$ cat src/rtl/csr_access_ctrl_if.sv
`default_nettype none
// ============================================================================
// Module   : csr_access_ctrl_if
// Purpose  : Request/response handshake and CSR storage port bundle.
// Revision : 1.0
// ============================================================================
interface csr_access_ctrl_if;
   logic        req_valid;
   logic        req_ready;
   logic [2:0]  req_funct3;
   logic [11:0] req_addr;
   logic [31:0] req_rs1_value;
   logic [4:0]  req_rs1_idx;
   logic [4:0]  req_rd_idx;
   logic [1:0]  priv_mode;
   logic        resp_valid;
   logic        resp_ready;
   logic [31:0] resp_rd_value;
   logic        resp_rd_write;
   logic        resp_illegal;
   logic        csr_read_en;
   logic        csr_write_en;
   logic [11:0] csr_addr;
   logic [31:0] csr_wdata;
   logic [31:0] csr_rdata;
   logic        csr_exists;

   modport slave (
      input  req_valid, req_funct3, req_addr, req_rs1_value, req_rs1_idx,
             req_rd_idx, priv_mode, resp_ready, csr_rdata, csr_exists,
      output req_ready, resp_valid, resp_rd_value, resp_rd_write,
             resp_illegal, csr_read_en, csr_write_en, csr_addr, csr_wdata
   );

   modport master (
      output req_valid, req_funct3, req_addr, req_rs1_value, req_rs1_idx,
             req_rd_idx, priv_mode, resp_ready, csr_rdata, csr_exists,
      input  req_ready, resp_valid, resp_rd_value, resp_rd_write,
             resp_illegal, csr_read_en, csr_write_en, csr_addr, csr_wdata
   );
endinterface
`default_nettype wire

$ cat src/rtl/csr_access_ctrl.sv
`default_nettype none
// ============================================================================
// Module   : csr_access_ctrl
// Purpose  : Sequences one CSR instruction: read, optional write, response.
// Revision : 1.0
// ============================================================================
module csr_access_ctrl (
   input  wire logic        clock,
   input  wire logic        reset,
   csr_access_ctrl_if.slave bus
);
   typedef enum logic [1:0] {
      S_IDLE  = 2'd0,
      S_READ  = 2'd1,
      S_WRITE = 2'd2,
      S_RESP  = 2'd3
   } state_t;

   state_t      r_state;
   state_t      w_state_next;

   logic [2:0]  r_funct3;
   logic [11:0] r_addr;
   logic [31:0] r_rs1_value;
   logic [4:0]  r_rs1_idx;
   logic [4:0]  r_rd_idx;
   logic [1:0]  r_priv;
   logic [31:0] r_old;
   logic [31:0] r_new;
   logic        r_illegal;

   logic        w_accept;
   logic        w_read_en;
   logic        w_write_intent;
   logic        w_illegal;
   logic [31:0] w_source;
   logic [31:0] w_old;
   logic [31:0] w_new;

   assign w_accept       = bus.req_valid && (r_state == S_IDLE);
   // RW/RWI with rd == x0 must not read, to avoid CSR read side effects.
   assign w_read_en      = !((r_funct3[1:0] == 2'b01) && (r_rd_idx == 5'd0));
   assign w_source       = r_funct3[2] ? {27'd0, r_rs1_idx} : r_rs1_value;
   assign w_write_intent = (r_funct3[1:0] == 2'b01) || (r_rs1_idx != 5'd0);
   assign w_old          = w_read_en ? bus.csr_rdata : 32'd0;
   assign w_illegal      = !bus.csr_exists
                         || (r_addr[9:8] > r_priv)
                         || (r_funct3[1:0] == 2'b00)
                         || (w_write_intent && (r_addr[11:10] == 2'b11));

   always_comb begin
      w_new = w_old;
      case (r_funct3[1:0])
         2'b01:   w_new = w_source;
         2'b10:   w_new = w_old | w_source;
         2'b11:   w_new = w_old & ~w_source;
         default: w_new = w_old;
      endcase
   end

   always_ff @(posedge clock) begin
      if (reset) begin
         r_state <= S_IDLE;
      end else begin
         r_state <= w_state_next;
      end
   end

   always_ff @(posedge clock) begin
      if (reset) begin
         r_funct3    <= 3'd0;
         r_addr      <= 12'd0;
         r_rs1_value <= 32'd0;
         r_rs1_idx   <= 5'd0;
         r_rd_idx    <= 5'd0;
         r_priv      <= 2'd0;
         r_old       <= 32'd0;
         r_new       <= 32'd0;
         r_illegal   <= 1'b0;
      end else begin
         if (w_accept) begin
            r_funct3    <= bus.req_funct3;
            r_addr      <= bus.req_addr;
            r_rs1_value <= bus.req_rs1_value;
            r_rs1_idx   <= bus.req_rs1_idx;
            r_rd_idx    <= bus.req_rd_idx;
            r_priv      <= bus.priv_mode;
         end
         if (r_state == S_READ) begin
            r_old     <= w_illegal ? 32'd0 : w_old;
            r_new     <= w_new;
            r_illegal <= w_illegal;
         end
      end
   end

   // Outputs are gated by reset so they read 0 even before the first edge.
   always_comb begin
      w_state_next      = r_state;
      bus.req_ready     = 1'b0;
      bus.resp_valid    = 1'b0;
      bus.resp_rd_value = 32'd0;
      bus.resp_rd_write = 1'b0;
      bus.resp_illegal  = 1'b0;
      bus.csr_read_en   = 1'b0;
      bus.csr_write_en  = 1'b0;
      bus.csr_addr      = 12'd0;
      bus.csr_wdata     = 32'd0;
      case (r_state)
         S_IDLE: begin
            if (w_accept) w_state_next = S_READ;
         end
         S_READ: begin
            w_state_next = (w_write_intent && !w_illegal) ? S_WRITE : S_RESP;
         end
         S_WRITE: begin
            w_state_next = S_RESP;
         end
         default: begin
            if (bus.resp_ready) w_state_next = S_IDLE;
         end
      endcase
      if (!reset) begin
         case (r_state)
            S_IDLE: bus.req_ready = 1'b1;
            S_READ: begin
               bus.csr_addr    = r_addr;
               bus.csr_read_en = w_read_en;
            end
            S_WRITE: begin
               bus.csr_addr     = r_addr;
               bus.csr_write_en = 1'b1;
               bus.csr_wdata    = r_new;
            end
            default: begin
               bus.resp_valid    = 1'b1;
               bus.resp_rd_value = r_old;
               bus.resp_rd_write = (r_rd_idx != 5'd0) && !r_illegal;
               bus.resp_illegal  = r_illegal;
            end
         endcase
      end
   end
endmodule
`default_nettype wire

$ cat src/flat_wrapper.sv
// flat-port wrapper written by rule: the top's interface ports become plain ports
module csr_access_ctrl_flat 
  (clock, reset, bus_req_valid, bus_req_funct3, bus_req_addr, bus_req_rs1_value, bus_req_rs1_idx, bus_req_rd_idx, bus_priv_mode, bus_resp_ready, bus_csr_rdata, bus_csr_exists, bus_req_ready, bus_resp_valid, bus_resp_rd_value, bus_resp_rd_write, bus_resp_illegal, bus_csr_read_en, bus_csr_write_en, bus_csr_addr, bus_csr_wdata);
  csr_access_ctrl_if bus_i ();
  input  wire logic clock;
  input  wire logic reset;
  input wire logic [$bits(bus_i.req_valid)-1:0] bus_req_valid;
  input wire logic [$bits(bus_i.req_funct3)-1:0] bus_req_funct3;
  input wire logic [$bits(bus_i.req_addr)-1:0] bus_req_addr;
  input wire logic [$bits(bus_i.req_rs1_value)-1:0] bus_req_rs1_value;
  input wire logic [$bits(bus_i.req_rs1_idx)-1:0] bus_req_rs1_idx;
  input wire logic [$bits(bus_i.req_rd_idx)-1:0] bus_req_rd_idx;
  input wire logic [$bits(bus_i.priv_mode)-1:0] bus_priv_mode;
  input wire logic [$bits(bus_i.resp_ready)-1:0] bus_resp_ready;
  input wire logic [$bits(bus_i.csr_rdata)-1:0] bus_csr_rdata;
  input wire logic [$bits(bus_i.csr_exists)-1:0] bus_csr_exists;
  output wire logic [$bits(bus_i.req_ready)-1:0] bus_req_ready;
  output wire logic [$bits(bus_i.resp_valid)-1:0] bus_resp_valid;
  output wire logic [$bits(bus_i.resp_rd_value)-1:0] bus_resp_rd_value;
  output wire logic [$bits(bus_i.resp_rd_write)-1:0] bus_resp_rd_write;
  output wire logic [$bits(bus_i.resp_illegal)-1:0] bus_resp_illegal;
  output wire logic [$bits(bus_i.csr_read_en)-1:0] bus_csr_read_en;
  output wire logic [$bits(bus_i.csr_write_en)-1:0] bus_csr_write_en;
  output wire logic [$bits(bus_i.csr_addr)-1:0] bus_csr_addr;
  output wire logic [$bits(bus_i.csr_wdata)-1:0] bus_csr_wdata;
  assign bus_i.req_valid = bus_req_valid;
  assign bus_i.req_funct3 = bus_req_funct3;
  assign bus_i.req_addr = bus_req_addr;
  assign bus_i.req_rs1_value = bus_req_rs1_value;
  assign bus_i.req_rs1_idx = bus_req_rs1_idx;
  assign bus_i.req_rd_idx = bus_req_rd_idx;
  assign bus_i.priv_mode = bus_priv_mode;
  assign bus_i.resp_ready = bus_resp_ready;
  assign bus_i.csr_rdata = bus_csr_rdata;
  assign bus_i.csr_exists = bus_csr_exists;
  assign bus_req_ready = bus_i.req_ready;
  assign bus_resp_valid = bus_i.resp_valid;
  assign bus_resp_rd_value = bus_i.resp_rd_value;
  assign bus_resp_rd_write = bus_i.resp_rd_write;
  assign bus_resp_illegal = bus_i.resp_illegal;
  assign bus_csr_read_en = bus_i.csr_read_en;
  assign bus_csr_write_en = bus_i.csr_write_en;
  assign bus_csr_addr = bus_i.csr_addr;
  assign bus_csr_wdata = bus_i.csr_wdata;
  csr_access_ctrl u_core (.clock(clock), .reset(reset), .bus(bus_i));
endmodule
$ cat config.mk
export PLATFORM = sky130hd
export DESIGN_NAME = csr_access_ctrl_flat
export DESIGN_NICKNAME = d
export VERILOG_FILES = /design/src/rtl/csr_access_ctrl_if.sv /design/src/rtl/csr_access_ctrl.sv /design/src/flat_wrapper.sv
export SDC_FILE = /design/constraint.sdc
export NUM_CORES = 1
export LEC_CHECK = 0
export ABC_AREA = 1
export CAP_MARGIN = 20
export CORE_AREA = 5 5 115 117
export CTS_CLUSTER_SIZE = 40
export DETAILED_ROUTE_END_ITERATION = 6
export DIE_AREA = 0 0 120 122
export GPL_ROUTABILITY_DRIVEN = 0
export PLACE_DENSITY_LB_ADDON = 0.1
export SYNTH_ARGS = -nofsm -noshare
export SYNTH_HDL_FRONTEND = slang
export SYNTH_SLANG_ARGS = --single-unit
$ cat constraint.sdc
create_clock -name clock -period 2.75 [get_ports clock]
set_input_delay 0.6875 -clock clock [delete_from_list [all_inputs] [get_ports clock]]
set_output_delay 0.6875 -clock clock [all_outputs]
set_load 0.01 [all_outputs]
==> results.sh <==
export IMPL_portBuffers=177
export IMPL_total_power_mw=7.45
export IMPL_cts_num_sinks=126
export IMPL_synth_top_family_by_area="simple AND/OR/NAND/NOR gates"
export IMPL_end_kind="primary output"
export IMPL_initial_core_util=0.492
export IMPL_die_h_microns=122
export IMPL_row_count=41
export IMPL_ys_seq_elements=126
export IMPL_outcome="complete, no violations"
export IMPL_power_density_mw_per_mm2=874
export IMPL_dr_pass1_iters=4
export IMPL_coreArea_sq_mm=0.0123
export IMPL_clk_path_buf_depth=2
export IMPL_layout_drive_gt1_share=0.0721
export IMPL_setup_violations=0
export IMPL_post_cts_buffers=0
export IMPL_cp_slowest_cell="clkdlybuf4s50_1"
export IMPL_yosysWarnings=0
export IMPL_synth_cells=892
export IMPL_nNetsFinal=1144
export IMPL_critPathKind="reg -> out"
export IMPL_cts_tree="built"
export IMPL_hpwl_microns=11700
export IMPL_fp_dieArea_sq_mm=0.0146
export IMPL_synth_top_cell_area_share=0.419
export IMPL_synthSimpleGateAreaFrac=0.246
export IMPL_grt_ovfl_total=0
export IMPL_layout_cells_non_filler=1204
export IMPL_htreeDepth=4
export IMPL_cp_slowest_stage_delay_ps=540
export IMPL_num_vias=6109
export IMPL_synth_top_cells_by_area="dfxtp_1 42%, nor2_1 11%, o21ai_0 9.4%, nand2_1 9.0%, a21oi_1 6.3%"
export IMPL_netlist_top_cell_by_area="dfxtp_1"
export IMPL_path_clk_slew_ps=50
export IMPL_avgViaCountPerCell=5.07
export IMPL_period_needed_ps=2640
export IMPL_grt_use_total=0.237
export IMPL_whs_endpoint="u_core.r_rs1_value[1]$_SDFFE_PP0P_"
export IMPL_grt_max_degree=89
export IMPL_synth_compound_area_frac=0.214
export IMPL_rsz0062_at_grt="true"
export IMPL_hold_viol=0
export IMPL_hold_path_cell_count=2
export IMPL_yosysUniqueCellTypes=27
export IMPL_maxSlewViolCount=0
export IMPL_ios=178
export IMPL_hold_start="u_core.r_rs1_value[1]$_SDFFE_PP0P_"
export IMPL_critPathLaunchType="flop"
export IMPL_maxCapViolCount=0
export IMPL_netlist_area_sq_mm=0.00603
export IMPL_tns_ps=0
export IMPL_min_period_over_period=0.962
export IMPL_drcViolationCount=0
export IMPL_slew_headroom=0.425
export IMPL_clock_latency_ps=410
export IMPL_reg2reg_depth=9
export IMPL_grt_pass1_vias=5720
export IMPL_hp_class="reg -> reg"
export IMPL_tightestPinTransition_ps=860
export IMPL_worstReg2RegStart="u_core.r_state[1]$_SDFFE_PP0P_"
export IMPL_placed_cells_incl_taps=1172
export IMPL_synthAdderAreaFrac=0.0125
export IMPL_crit_fanout=13
export IMPL_ant_nets=0
export IMPL_wl_per_cell_microns=14.4
export IMPL_diodes=0
export IMPL_worstSetupStartpoint="u_core.r_state[1]$_SDFFE_PP0P_"
export IMPL_r2r_end="u_core.r_state[0]$_SDFFE_PP0P_"
export IMPL_clock_skew_ps=6.29
export IMPL_cts_root_buf="clkbuf_16"
export IMPL_cp_required_ps=2060
export IMPL_synth_avg_cell_area_sq_um=6.76
export IMPL_dieWidth_microns=120
export IMPL_drt_iter0_markers=547
export IMPL_worstPathCellList="inv_1 > ha_4 > nand2_1 > nor2_1 > clkdlybuf4s50_1"
export IMPL_syn_nets=994
export IMPL_synthXorXnorAreaFrac=0
export IMPL_area_delta_synth_final_pct=41.5
export IMPL_leakagePower_nw=3.59
export IMPL_r2r_slack_ps=570
export IMPL_wirelength_microns=17400
export IMPL_yosysSeqAreaShare=0.419
export IMPL_muxShareOfSynthArea=0
export IMPL_grt_pass1_wl_microns=27800
export IMPL_numCtsBuffers=17
export IMPL_max_freq_ghz=0.378
export IMPL_antenna_found_initial=1
export IMPL_vdd_ir_drop_worst_mv=0.445
export IMPL_cp_arrival_ps=1960
==> where the power goes <==
group	switching (mW)	leakage [nW]	total [mW]	internal, mW
Combinational	1.74	2.25	2.73	0.986
Clock	0.768	0.299	2.23	1.47
Sequential	0.209	1.04	2.49	2.28
==> worst max path at each step <==
stage,depth (start not counted),slack (ps),endpoint
finish,5,110,bus_csr_addr[1]
global route,5,-5,bus_resp_rd_value[28]
CTS,5,40,bus_resp_rd_value[28]
detailed placement,6,130,bus_csr_wdata[19]
global placement,6,170,bus_csr_wdata[27]
floorplan,5,370,bus_csr_wdata[11]
==> per-layer routing <==
metal	part of all wire	GRT usage
met1	0.45	0.296
met2	0.46	0.396
met3	0.068	0.0562
met4	0.021	0.0931
met5	0.00075	0
==> cells in the mapped netlist, drive strengths merged <==
library cell,n
dfxtp,126
inv,90
nand4,1
o211ai,30
nor3,3
a22oi,1
nand2,145
clkbuf,52
o21ai,125
a31oi,2
clkinv,1
ha,6
nor2,181
nand3,34
o221ai,3
buf,16
a21oi,76
==> per-stage QoR <==
stage	worst slack, ps	cell area (sq um)	hold WS [ps]	util
after floorplan	373	6030	424	-
after CTS	36.7	8480	446	0.692
final	105	8530	443	0.695
after global routing	-5.34	8530	477	0.695
after detailed placement	128	7900	438	0.645
after global placement	167	7900	439	0.645
==> timing repair <==
action / in CTS / in global routing
setup endpoints to repair: 39 / 18
gates cloned: 0 / 1
hold buffers: 0 / 0
gates resized for setup: 31 / 9
==> worst max-delay path: cells and delay by family (launching register included) <==
kind	cells	cell delay, ps
fa+ha+maj	1	360
buf+inv	2	650
flops	1	360
simple gates	2	170
==> cell families (layout without fill, tap and decap cells) <==
kind of cell / count (synthesis) / in the layout
AOI/OAI and AO/OA: 237 / 237
adders and majority gates: 6 / 6
and+or+nand+nor: 364 / 364
DFF: 126 / 126
buffers and inverters: 159 / 321
==> area by class of cell <==
type	count	area, sq um
fillers	1124	3730
well taps	150	188
clock inverters	6	80.1
multi-input cells	607	2870
repair buffers	199	2010
clock buffers	25	515
flip-flops and latches	126	2520
inverters	91	343
==> placed cells by master, fill, tap and decap left out, types with 4 or more instances in the layout <==
master,Yosys,routed
o21ai_1,12,12
clkinv_2,0,5
nand3_1,30,30
buf_4,3,16
nor2_1,176,175
dlygate4sd2_1,0,27
clkbuf_16,0,18
nand2_1,144,143
o21ai_0,113,113
clkdlybuf4s50_1,0,143
inv_1,85,84
dfxtp_1,126,124
o211ai_1,30,30
nor2_4,5,5
clkbuf_8,0,6
a21oi_1,76,76
dlymetal6s2s_1,0,6
ha_1,6,4
nand3_2,4,4
inv_2,5,6
buf_12,0,6
==> registers in the layout (all words and copies together), names as in the netlist <==
register            flops
u_core.r_new           32
u_core.r_state          2
u_core.r_illegal        1
u_core.r_rs1_idx        5
u_core.r_rs1_value     32
u_core.r_old           32
u_core.r_priv           2
u_core.r_funct3         3
u_core.r_rd_idx         5
u_core.r_addr          12
No activity file was read; power rests on OpenSTA's default activity.
